`config.mk`:
```
export PLATFORM = sky130hd
export DESIGN_NAME = exc_sequencer
export DESIGN_NICKNAME = d
export VERILOG_FILES = /design/src/rtl/exc_sequencer.sv
export SDC_FILE = /design/constraint.sdc
export NUM_CORES = 1
export LEC_CHECK = 0
export CAP_MARGIN = 10
export CORE_AREA = 2 2 87 89
export DETAILED_ROUTE_END_ITERATION = 10
export DIE_AREA = 0 0 89 91
export PLACE_DENSITY = 0.85
export SYNTH_ARGS = -nofsm -noshare
export SYNTH_HDL_FRONTEND = slang
export SYNTH_SLANG_ARGS = --single-unit
```
`constraint.sdc`:
```
create_clock -name clk_i -period 3.1 [get_ports clk_i]
set_input_delay 0.465 -clock clk_i [delete_from_list [all_inputs] [get_ports clk_i]]
set_output_delay 0.465 -clock clk_i [all_outputs]
set_load 0.01 [all_outputs]
```
`src/rtl/exc_sequencer.sv`:
```
// Exception entry/return sequencer for CP0: arbitrates traps and masked interrupts,
// waits for an instruction boundary, redirects to the handler and sequences ERET.
// Debug outputs: state_o encodes IDLE=0, ARM=1, ENTER=2, HANDLER=3, EXIT=4; trap_pend_o is the pending-trap flag.
module exc_sequencer #(
    parameter int unsigned NIRQ      = 6,
    parameter logic [31:0] VEC_BASE  = 32'h0000_0180,
    parameter logic [31:0] VEC_ALT   = 32'h0000_0200,
    parameter logic [4:0]  CODE_INT  = 5'b00000,
    parameter logic [4:0]  CODE_TRAP = 5'b01101
) (
    input  logic            clk_i,
    input  logic            rst_i,
    input  logic [NIRQ-1:0] irq_i,
    input  logic [NIRQ-1:0] irq_mask_i,
    input  logic            ie_i,
    input  logic            iv_i,
    input  logic            trap_i,
    input  logic            trap_en_i,
    input  logic            commit_i,
    input  logic [31:0]     pcp4_i,
    input  logic            eret_i,
    output logic            exl_o,
    output logic            redirect_o,
    output logic [31:0]     redirect_pc_o,
    output logic            flush_o,
    output logic [31:0]     epc_o,
    output logic [4:0]      exc_code_o,
    output logic [2:0]      irq_id_o,
    output logic [NIRQ-1:0] irq_ack_o,
    output logic [2:0]      state_o,
    output logic            trap_pend_o
);

    typedef enum logic [2:0] {
        S_IDLE    = 3'd0,
        S_ARM     = 3'd1,
        S_ENTER   = 3'd2,
        S_HANDLER = 3'd3,
        S_EXIT    = 3'd4
    } state_e;

    state_e          state_q;
    logic            trap_pend_q, trap_pend_d;
    logic            exl_q, redirect_q, flush_q;
    logic [NIRQ-1:0] irq_ack_q;
    logic [31:0]     epc_q;
    logic [4:0]      exc_code_q;
    logic [2:0]      irq_id_q;
    logic [31:0]     rpc_q, rpc_d;

    logic [NIRQ-1:0] elig;
    logic [2:0]      win_idx;
    logic [NIRQ-1:0] win_onehot;
    logic            req;
    logic            capture_trap;

    // Lowest-index eligible line wins among interrupts; scanning downward leaves the lowest.
    always_comb begin
        elig    = irq_i & irq_mask_i & {NIRQ{ie_i}};
        win_idx = 3'd0;
        for (int i = NIRQ - 1; i >= 0; i--) begin
            if (elig[i]) begin
                win_idx = 3'(i);
            end
        end
        win_onehot = {{(NIRQ-1){1'b0}}, 1'b1} << win_idx;
        req        = trap_pend_q | (|elig);
    end

    // A pulse arriving in the capture cycle re-arms the flag (set wins over clear).
    always_comb begin
        capture_trap = (state_q == S_ARM) && commit_i && trap_pend_q;
        trap_pend_d  = (trap_i & trap_en_i) | (trap_pend_q & ~capture_trap);
    end

    // ENTER targets the vector chosen by the iv of that very cycle; otherwise the last target holds.
    always_comb begin
        rpc_d = rpc_q;
        case (state_q)
            S_ENTER: rpc_d = iv_i ? VEC_ALT : VEC_BASE;
            S_EXIT:  rpc_d = epc_q;
            default: rpc_d = rpc_q;
        endcase
    end

    always_ff @(posedge clk_i) begin
        if (rst_i) begin
            state_q     <= S_IDLE;
            trap_pend_q <= 1'b0;
            exl_q       <= 1'b0;
            redirect_q  <= 1'b0;
            flush_q     <= 1'b0;
            irq_ack_q   <= '0;
            epc_q       <= 32'h0;
            exc_code_q  <= 5'b0;
            irq_id_q    <= 3'b0;
            rpc_q       <= 32'h0;
        end else begin
            trap_pend_q <= trap_pend_d;
            rpc_q       <= rpc_d;
            redirect_q  <= 1'b0;
            flush_q     <= 1'b0;
            irq_ack_q   <= '0;
            case (state_q)
                S_IDLE: begin
                    if (req) begin
                        state_q <= S_ARM;
                    end
                end
                S_ARM: begin
                    if (!req) begin
                        state_q <= S_IDLE;
                    end else if (commit_i) begin
                        epc_q <= pcp4_i;
                        if (trap_pend_q) begin
                            exc_code_q <= CODE_TRAP;
                        end else begin
                            exc_code_q <= CODE_INT;
                            irq_id_q   <= win_idx;
                            irq_ack_q  <= win_onehot;
                        end
                        redirect_q <= 1'b1;
                        flush_q    <= 1'b1;
                        exl_q      <= 1'b1;
                        state_q    <= S_ENTER;
                    end
                end
                S_ENTER: begin
                    state_q <= S_HANDLER;
                end
                S_HANDLER: begin
                    if (eret_i) begin
                        redirect_q <= 1'b1;
                        flush_q    <= 1'b1;
                        state_q    <= S_EXIT;
                    end
                end
                S_EXIT: begin
                    exl_q   <= 1'b0;
                    state_q <= S_IDLE;
                end
                default: begin
                    exl_q   <= 1'b0;
                    state_q <= S_IDLE;
                end
            endcase
        end
    end

    assign exl_o         = exl_q;
    assign redirect_o    = redirect_q;
    assign flush_o       = flush_q;
    assign redirect_pc_o = rpc_d;
    assign epc_o         = epc_q;
    assign exc_code_o    = exc_code_q;
    assign irq_id_o      = irq_id_q;
    assign irq_ack_o     = irq_ack_q;
    assign state_o       = state_q;
    assign trap_pend_o   = trap_pend_q;

endmodule

```
## Word-level counts from Yosys, hierarchy flattened

Index checks and enable logic that the tools add are counted.

| operators by class | value |
|---|---|
| shift-type cells | 1 |
| bitwise operators | 12 |
| muxes and demuxes | 21 |
| reduce and logical (&&, ||, !) cells | 10 |
| equal/unequal tests | 9 |

Operators with widths:

| operator | count |
|---|---|
| case mux 32 bit (2 select lines) | 1 |
| two-way mux 3 bit | 10 |
| bitwise AND 6 bit | 2 |
| case mux 3 bit (4 select lines) | 1 |
| two-way mux 10 bit | 1 |
| AND reduction 3 bit | 3 |
| inequality test 2 bit, second input constant | 4 |
| == test 3 x 2 -> 1 bit, second input constant | 2 |
| inverter 1 bit | 6 |
| OR reduction 6 bit | 1 |
| << shifter 1 x 3 -> 6 bit, first input constant | 1 |
| two-way mux 1 bit | 5 |
| OR reduction 5 bit | 1 |
| two-way mux 4 bit | 1 |
| case mux 1 bit (2 select lines) | 2 |
| AND reduction 4 bit | 1 |
| == test 3 x 1 -> 1 bit, second input constant | 1 |
| == test 3 bit, second input constant | 1 |
| logical NOT 3 bit | 1 |
| inequality test 3 bit, second input constant | 1 |
| OR reduction 3 bit | 1 |
| bitwise AND 1 bit | 2 |
| logical AND 1 bit | 2 |
| OR 1 bit | 2 |

| storage, ports and cells | value |
|---|---|
| output and inout bits | 85 |
| register bits | 84 |
| logic and storage cells | 62 |
| input bits | 52 |

## Logic depth before layout (Yosys ltp)

Gate-level depths: netlist of the first run.

| logic depth | value |
|---|---|
| depth after elaboration | 9 |
| mapped depth | 8 |

## Worst setup path before layout of the first run

OpenSTA, ideal clock, no wires.

| path | value |
|---|---|
| kind | reg-to-output |
| start point | reg state_q[1], in the netlist state_o[1] |
| end point | out redirect_pc_o[13] |
| required time | 2.635 ns |
| arrival | 1.485 ns |
| buffers on the path | 3 |
| cell stages (with the launch flop) | 7 |
| path slack | 1.150 ns |
| cell sequence | dfxtp_1 > buf_2 > or2b_1 > a21o_1 > buf_2 > buf_2 > a22o_1 |

| on the way | value |
|---|---|
| word-level cells in the longest chain between the ends | 2 |

RTL lines:

| what | RTL line | RTL |
|---|---|---|
| start: declaration | 42 | `state_e state_q;` |
| start signal: assignment | 88 | `state_q <= S_IDLE;` |
| start signal: assignment | 107 | `state_q <= S_ARM;` |
| start signal: assignment | 112 | `state_q <= S_IDLE;` |
| == test 3 bit / == test 3 x 2 -> 1 bit (equally long branches) | 79 | `case (state_q)` |
| case mux 32 bit (2 select lines) (*) | 79 |  |
| end: declaration | 24 | `output logic [31:0] redirect_pc_o,` |

Mark *: on every way between the ends. The rest lies on a longest branch, timed or not.

## Worst setup path in the final report of the first run

| path | value |
|---|---|
| start point | reg state_q[1], in the netlist state_o[1] |
| end point | out redirect_pc_o[14] |

Same word-level chain as after synthesis.

==> results of run 1 <==
[kinds of logic (layout without fill, tap and decap cells)]
kind of cell	count (synthesis)	count (layout)	synth area share (%)
AOI/OAI and AO/OA	60	60	15.21
xor gates and xnor gates	1	1	0.2765
buffers and inverters	30	157	6.240
DFF	80	80	50.55
muxes	33	33	10.43
other	1	2	0.1184
and+or+nand+nor	104	104	17.18
[power groups by stage]
stage / Combinational (mW) / Sequential, mW / Clock (mW)
4_1_cts: 0.434 / 1.12 / 0.749
3_5_place_dp: 0.431 / 1.14 / 0
2_1_floorplan: 0.243 / 1.13 / 0
3_3_place_gp: 0.426 / 1.14 / 0
5_1_grt: 0.464 / 1.12 / 0.791
6_report: 0.431 / 1.12 / 0.740
[metrics by stage]
step	utilization, %	power [mW]	instance area [sq um]
after floorplan	-	1.377	3172
after global placement	62.90	1.562	4489
after global routing	65.53	2.378	4677
after detailed placement	62.90	1.571	4489
final	65.53	2.287	4677
after CTS	65.53	2.298	4677
[metal layers]
layer | vias up | track usage, % | routed length [um]
met2 | 122 | 33.64 | 3953
met4 | 0 | 4.851 | 89
met5 | - | 0 | 0
li1 | 1322 | - | -
met1 | 1320 | 24.79 | 3463
met3 | 13 | 6.455 | 625
[worst paths after layout]
kind / start / to / depth (start not counted)
hold / removal: irq_id_o[0]$_SDFFE_PP0P_ / irq_id_o[0]$_SDFFE_PP0P_ / 2
hold reg to reg: irq_id_o[0]$_SDFFE_PP0P_ / irq_id_o[0]$_SDFFE_PP0P_ / 2
setup reg to reg: state_o[0]$_SDFFE_PP0P_ / epc_o[17]$_SDFFE_PP0P_ / 6
setup / recovery: state_o[1]$_SDFFE_PP0P_ / redirect_pc_o[14] / 5
[flip-flops by register name, summed over array words and instances, names as in the netlist]
| register | cells |
|---|---|
| epc_o | 32 |
| rpc_q | 32 |
| irq_ack_o | 6 |
| irq_id_o | 3 |
| state_o | 3 |
| exc_code_o | 1 |
| exl_o | 1 |
| flush_o | 1 |
| trap_pend_o | 1 |
[critical path, stage by stage, from the launching register on]
cell	delay, ps
dfxtp_1	550
or2b_1	270
a21o_1	140
buf_4	320
a22o_1	230
clkdlybuf4s50_1	550
[cell usage in the layout (no fill, tap or decap), types with 2 or more instances in the layout]
master	netlist	routed
a2111oi_0	2	2
a211oi_1	2	2
a21oi_1	7	7
a22o_1	33	33
and2_1	34	34
buf_4	5	5
clkbuf_8	0	9
clkdlybuf4s50_1	0	133
clkinv_2	0	3
clkinvlp_4	0	2
conb_1	1	2
dfxtp_1	80	80
inv_1	2	2
mux2i_1	33	33
nand2_1	7	7
nand3_1	3	3
nand4_1	2	2
nor2_1	42	41
nor3_1	5	5
nor3_2	2	2
nor3b_1	2	2
o21a_1	3	3
o22a_1	4	4
[area by class of cell]
type	instances	area share, %
inverters	2	0.1605
clock buffers	10	2.729
clock inverters	6	1.284
well taps	99	2.648
repair buffers	139	29.37
flip-flops and latches	80	34.24
multi-input cells	200	29.56
==> impl_metrics.py, run 1 <==
metrics = {
    "run_status": {
        "outcome": "finished clean",
    },
    "routing": {
        "drtAntennaViolNets": 0,
        "firstDrtPassIters": 5,
        "routed_wl_mm": 8.132,
        "drt_iter0_markers": 118,
        "wl_per_cell_um": 15.17,
        "via_per_inst": 5.181,
        "drc": 0,
        "vias": 2777,
    },
    "cts": {
        "holdBufCountCts": 0,
        "worstSkewPairLatency_ps": 340,
        "htreeDepth": 3,
        "cts.sinks": 80,
        "cts-root-buf": "clkbuf_8",
        "clockBufferDepth": 2,
        "post_cts_resized": 0,
        "clkTransAtPathRegs_ps": 80,
        "cts_setup_buffers": 0,
        "tritoncts": "done",
        "numCtsBuffers": 9,
    },
    "timing": {
        "worst_slack_ps": 226.2,
        "rsz0062_at_grt": "false",
        "worstMarginPinSlew_ps": 812.3,
        "post-route-min-period_ps": 2874,
        "fmax_mhz": 348.0,
        "report.final.slew_viol_count": 0,
        "slew_headroom_pct": 45.79,
        "fin_crit_sh_pct": 92.70,
        "clock_skew_ps": 8.302,
        "finalSetupTns_ps": 0,
        "hold_violations": 0,
        "finalSetupViolCount": 0,
        "fin_hold_ws_ps": 487.8,
    },
    "floorplan": {
        "rows": 31,
        "die_w_um": 89,
        "die_area_sq_um": 8099,
        "ios": 137,
        "start_util_pct": 44.39,
        "die_y_um": 91,
        "core-area_sq_um": 7137,
    },
    "final_layout": {
        "layout.nets": 484,
        "ff_latch_area_sq_um": 1602,
        "fin_cells": 536,
        "n_antenna_cell": 0,
        "drive_above_1_share_pct": 6.178,
        "area_growth_pct": 47.63,
        "multi_input_area_sq_um": 1383,
        "fill_cells": 593,
    },
    "global_routing": {
        "grt_overflow": 0,
        "grt.total_usage_pct": 20.07,
        "grt_max_degree": 34,
        "grt_pass1_wl_mm": 12.98,
        "antenna_found_initial": 0,
        "grt_pass1_vias": 2700,
    },
    "power_and_ir_drop": {
        "comb_power_share_pct": 18.8,
        "pwr-share-seq_pct": 48.8,
        "power.density_nw_per_um2": 489.1,
        "p_sw_uw": 615.4,
        "ir_worst_vdd_mv": 0.3140,
        "p_int_mw": 1.672,
        "p_leak_nw": 1.699,
        "clkPwrFrac_pct": 32.4,
        "swShare_pct": 26.90,
    },
    "synthesis": {
        "ys_seq_elements": 80,
        "synth-warning-count": 0,
        "async_reset_ff_share_pct": 0,
        "synthTopCellsByCount": "dfxtp_1 (80), nor2_1 (42), and2_1 (34)",
        "synth-edff-count": 0,
        "synth.distinct_cells": 41,
        "ys.flop_type": "dfxtp_1",
        "syn_area_per_cell_sq_um": 10.25,
        "yosysMostFrequentCell": "dfxtp_1",
        "syn_area_sq_um": 3168,
        "seq_area_frac_synth_pct": 50.55,
        "syn_inst": 309,
        "yosys.area.top_type": "dfxtp_1",
        "ys_top_cells_by_area": "dfxtp_1 (51%), mux2i_1 (10%), a22o_1 (9.1%), and2_1 (6.7%), nor2_1 (5.0%)",
        "synth_top_cell_area_share_pct": 50.55,
    },
    "placed_design": {
        "pre_cts_ws_ps": 614.1,
        "place_hpwl_mm": 5.646,
        "port_buffers": 134,
        "place_inst": 520,
        "place_congestion": 0.8441,
    },
    "setup_path": {
        "start_kind": "register",
        "arrival_ps": 2410,
        "criticalPathCategory": "reg -> out",
        "path_max_fanout": 29,
        "r2r_slack_ps": 850,
        "cp.required_ps": 2630,
        "worst_setup_path_end_kind": "output pin",
    },
    "run": {
        "drv_cap": 0,
    },
    "hold_path": {
        "worstHoldPathType": "reg -> reg",
    },
}
(Power assumes the default switching activity.)
==> inputs of run 2 (changes only) <==
clock period = 3.4 ns   (was 3.1 ns; I/O delays follow)
==> run 2 against run 1 <==
- clock-buffer cell count rose by 1
- critical endpoint is now redirect_pc_o[0]
- flip-flop and latch count did not move
- power fell by 0.98%
- clock skew rose by 2.7 ps
- final cell count did not move
- highest routed layer unchanged
- sequential share of layout area fell by 0.48 points
- first-iteration DRC count fell by 3.4%
- die area did not move
- hold slack improved by 7.9 ps
- utilization rose by 0.93 points
==> impl_metrics.py, run 2 (same netlist as run 1, synthesis figures left out) <==
metrics = {
    "timing": {
        "rsz0062_at_grt": "false",
        "clock_skew_ps": 11.00,
        "hold_violations": 0,
        "finalSetupViolCount": 0,
        "fmax_mhz": 317.1,
        "worstMarginPinSlew_ps": 814.0,
        "worst_slack_ps": 246.8,
        "slew_headroom_pct": 45.67,
        "fin_crit_sh_pct": 92.74,
        "report.final.slew_viol_count": 0,
        "post-route-min-period_ps": 3153,
        "finalSetupTns_ps": 0,
    },
    "hold_path": {
        "min-delay-start": "exl_o$_SDFFE_PP0P_",
        "hold_depth": 2,
        "worstHoldPathType": "reg -> reg",
        "holdPathEnd": "exl_o$_SDFFE_PP0P_",
    },
    "cts": {
        "clockBufferDepth": 2,
        "clkTransAtPathRegs_ps": 80,
        "htreeDepth": 3,
        "tritoncts": "done",
        "post_cts_resized": 0,
        "cts.sinks": 80,
        "cts-root-buf": "clkbuf_8",
        "holdBufCountCts": 0,
        "numCtsBuffers": 9,
        "worstSkewPairLatency_ps": 340,
        "cts_setup_buffers": 0,
    },
    "routing": {
        "firstDrtPassIters": 4,
        "routed_wl_mm": 8.020,
        "wl_per_cell_um": 14.96,
        "drt_iter0_markers": 114,
        "via_per_inst": 5.017,
        "vias": 2689,
        "drc": 0,
        "drtAntennaViolNets": 0,
    },
    "run_status": {
        "outcome": "finished clean",
    },
    "placed_design": {
        "port_buffers": 134,
        "place_hpwl_mm": 5.734,
        "pre_cts_ws_ps": 579.1,
        "place_congestion": 0.8418,
    },
    "setup_path": {
        "arrival_ps": 2640,
        "worst_setup_path_end_kind": "output pin",
        "r2r_slack_ps": 1210,
        "path_max_fanout": 17,
        "slowest_stage": "dfxtp_1",
        "r2r_cells": 6,
        "slowest_delay_ps": 550,
        "crit_chain": "or2b_1 > a21o_1 > buf_4 > a22o_1 > clkdlybuf4s50_1",
        "r2r_start": "state_o[0]$_SDFFE_PP0P_",
        "start_kind": "register",
        "cp.required_ps": 2890,
        "timing.rr.end": "epc_o[26]$_SDFFE_PP0P_",
        "criticalPathCategory": "reg -> out",
    },
    "global_routing": {
        "grt_pass1_wl_mm": 12.72,
        "grt_overflow": 0,
        "grt_pass1_vias": 2714,
        "grt.total_usage_pct": 19.76,
        "antenna_found_initial": 0,
        "grt_max_degree": 34,
    },
    "final_layout": {
        "final_common_cell": "clkdlybuf4s50_1",
        "layout_common_cells": "clkdlybuf4s50_1 (133), dfxtp_1 (80), nor2_1 (41)",
        "drive_above_1_share_pct": 6.407,
        "area_growth_pct": 49.72,
        "n_antenna_cell": 0,
        "layout.nets": 484,
    },
    "floorplan": {
        "core-area_sq_um": 7137,
        "die_area_sq_um": 8099,
        "rows": 31,
        "ios": 137,
        "die_w_um": 89,
        "die_y_um": 91,
        "start_util_pct": 44.39,
    },
    "power_and_ir_drop": {
        "power.density_nw_per_um2": 477.5,
        "p_leak_nw": 1.733,
        "ir_worst_vdd_mv": 0.2266,
    },
    "run": {
        "drv_cap": 0,
    },
}
==> run 2: area by class of cell <==
class                           count  area, sq um
Fill cell                         594         2394
Sequential cell                    80         1602
Multi-Input combinational cell    200         1383
Timing Repair Buffer              139         1374
Clock buffer                       11        151.4
Tap cell                           99        123.9
Clock inverter                      5        102.6
Inverter                            2        7.507
==> run 2: critical path, delay by kind of cell (launching register included) <==
family          cells  cell delay, ps
buf+inv             2             870
flops               1             550
simple gates        1             270
compound gates      2             620
==> run 2: how the worst max path moves through the flow <==
stage | endpoint | from | slack, ps | depth (start not counted)
finish | redirect_pc_o[0] | state_o[1]$_SDFFE_PP0P_ | 250 | 5
floorplan | redirect_pc_o[13] | state_o[1]$_SDFFE_PP0P_ | 1410 | 6
detailed placement | redirect_pc_o[0] | state_o[1]$_SDFFE_PP0P_ | 580 | 5
CTS | redirect_pc_o[0] | state_o[1]$_SDFFE_PP0P_ | 190 | 5
global placement | redirect_pc_o[18] | state_o[1]$_SDFFE_PP0P_ | 690 | 5
global route | redirect_pc_o[4] | state_o[1]$_SDFFE_PP0P_ | 110 | 5
==> run 2: stage by stage <==
step                      utilization (%)  hold slack, ps  instance area, sq um  power [mW]  cells
after floorplan                         -           492.8                  3172       1.256    310
after global placement              62.90           468.1                  4489       1.423    520
after detailed placement            62.90           485.6                  4489       1.432    520
after CTS                           66.46           504.3                  4743       2.288    536
after global routing                66.46           543.9                  4743       2.355    536
final                               66.46           495.7                  4743       2.265    536
==> run 2: metal layers <==
layer	track usage (%)	wire (um)	share of wire (%)	vias to the layer above
met5	0	0	0	-
met4	5.597	93	1.2	0
met3	5.182	582	7.3	11
met2	34.08	3862	48	100
met1	23.89	3481	43	1263
li1	-	-	-	1315
==> run 2: power by group <==
part,total [mW],internal [mW],switching (mW)
combinational,0.393,0.214,0.179
clock,0.855,0.527,0.329
sequential,1.02,0.975,0.0417
total,2.27,1.72,0.550
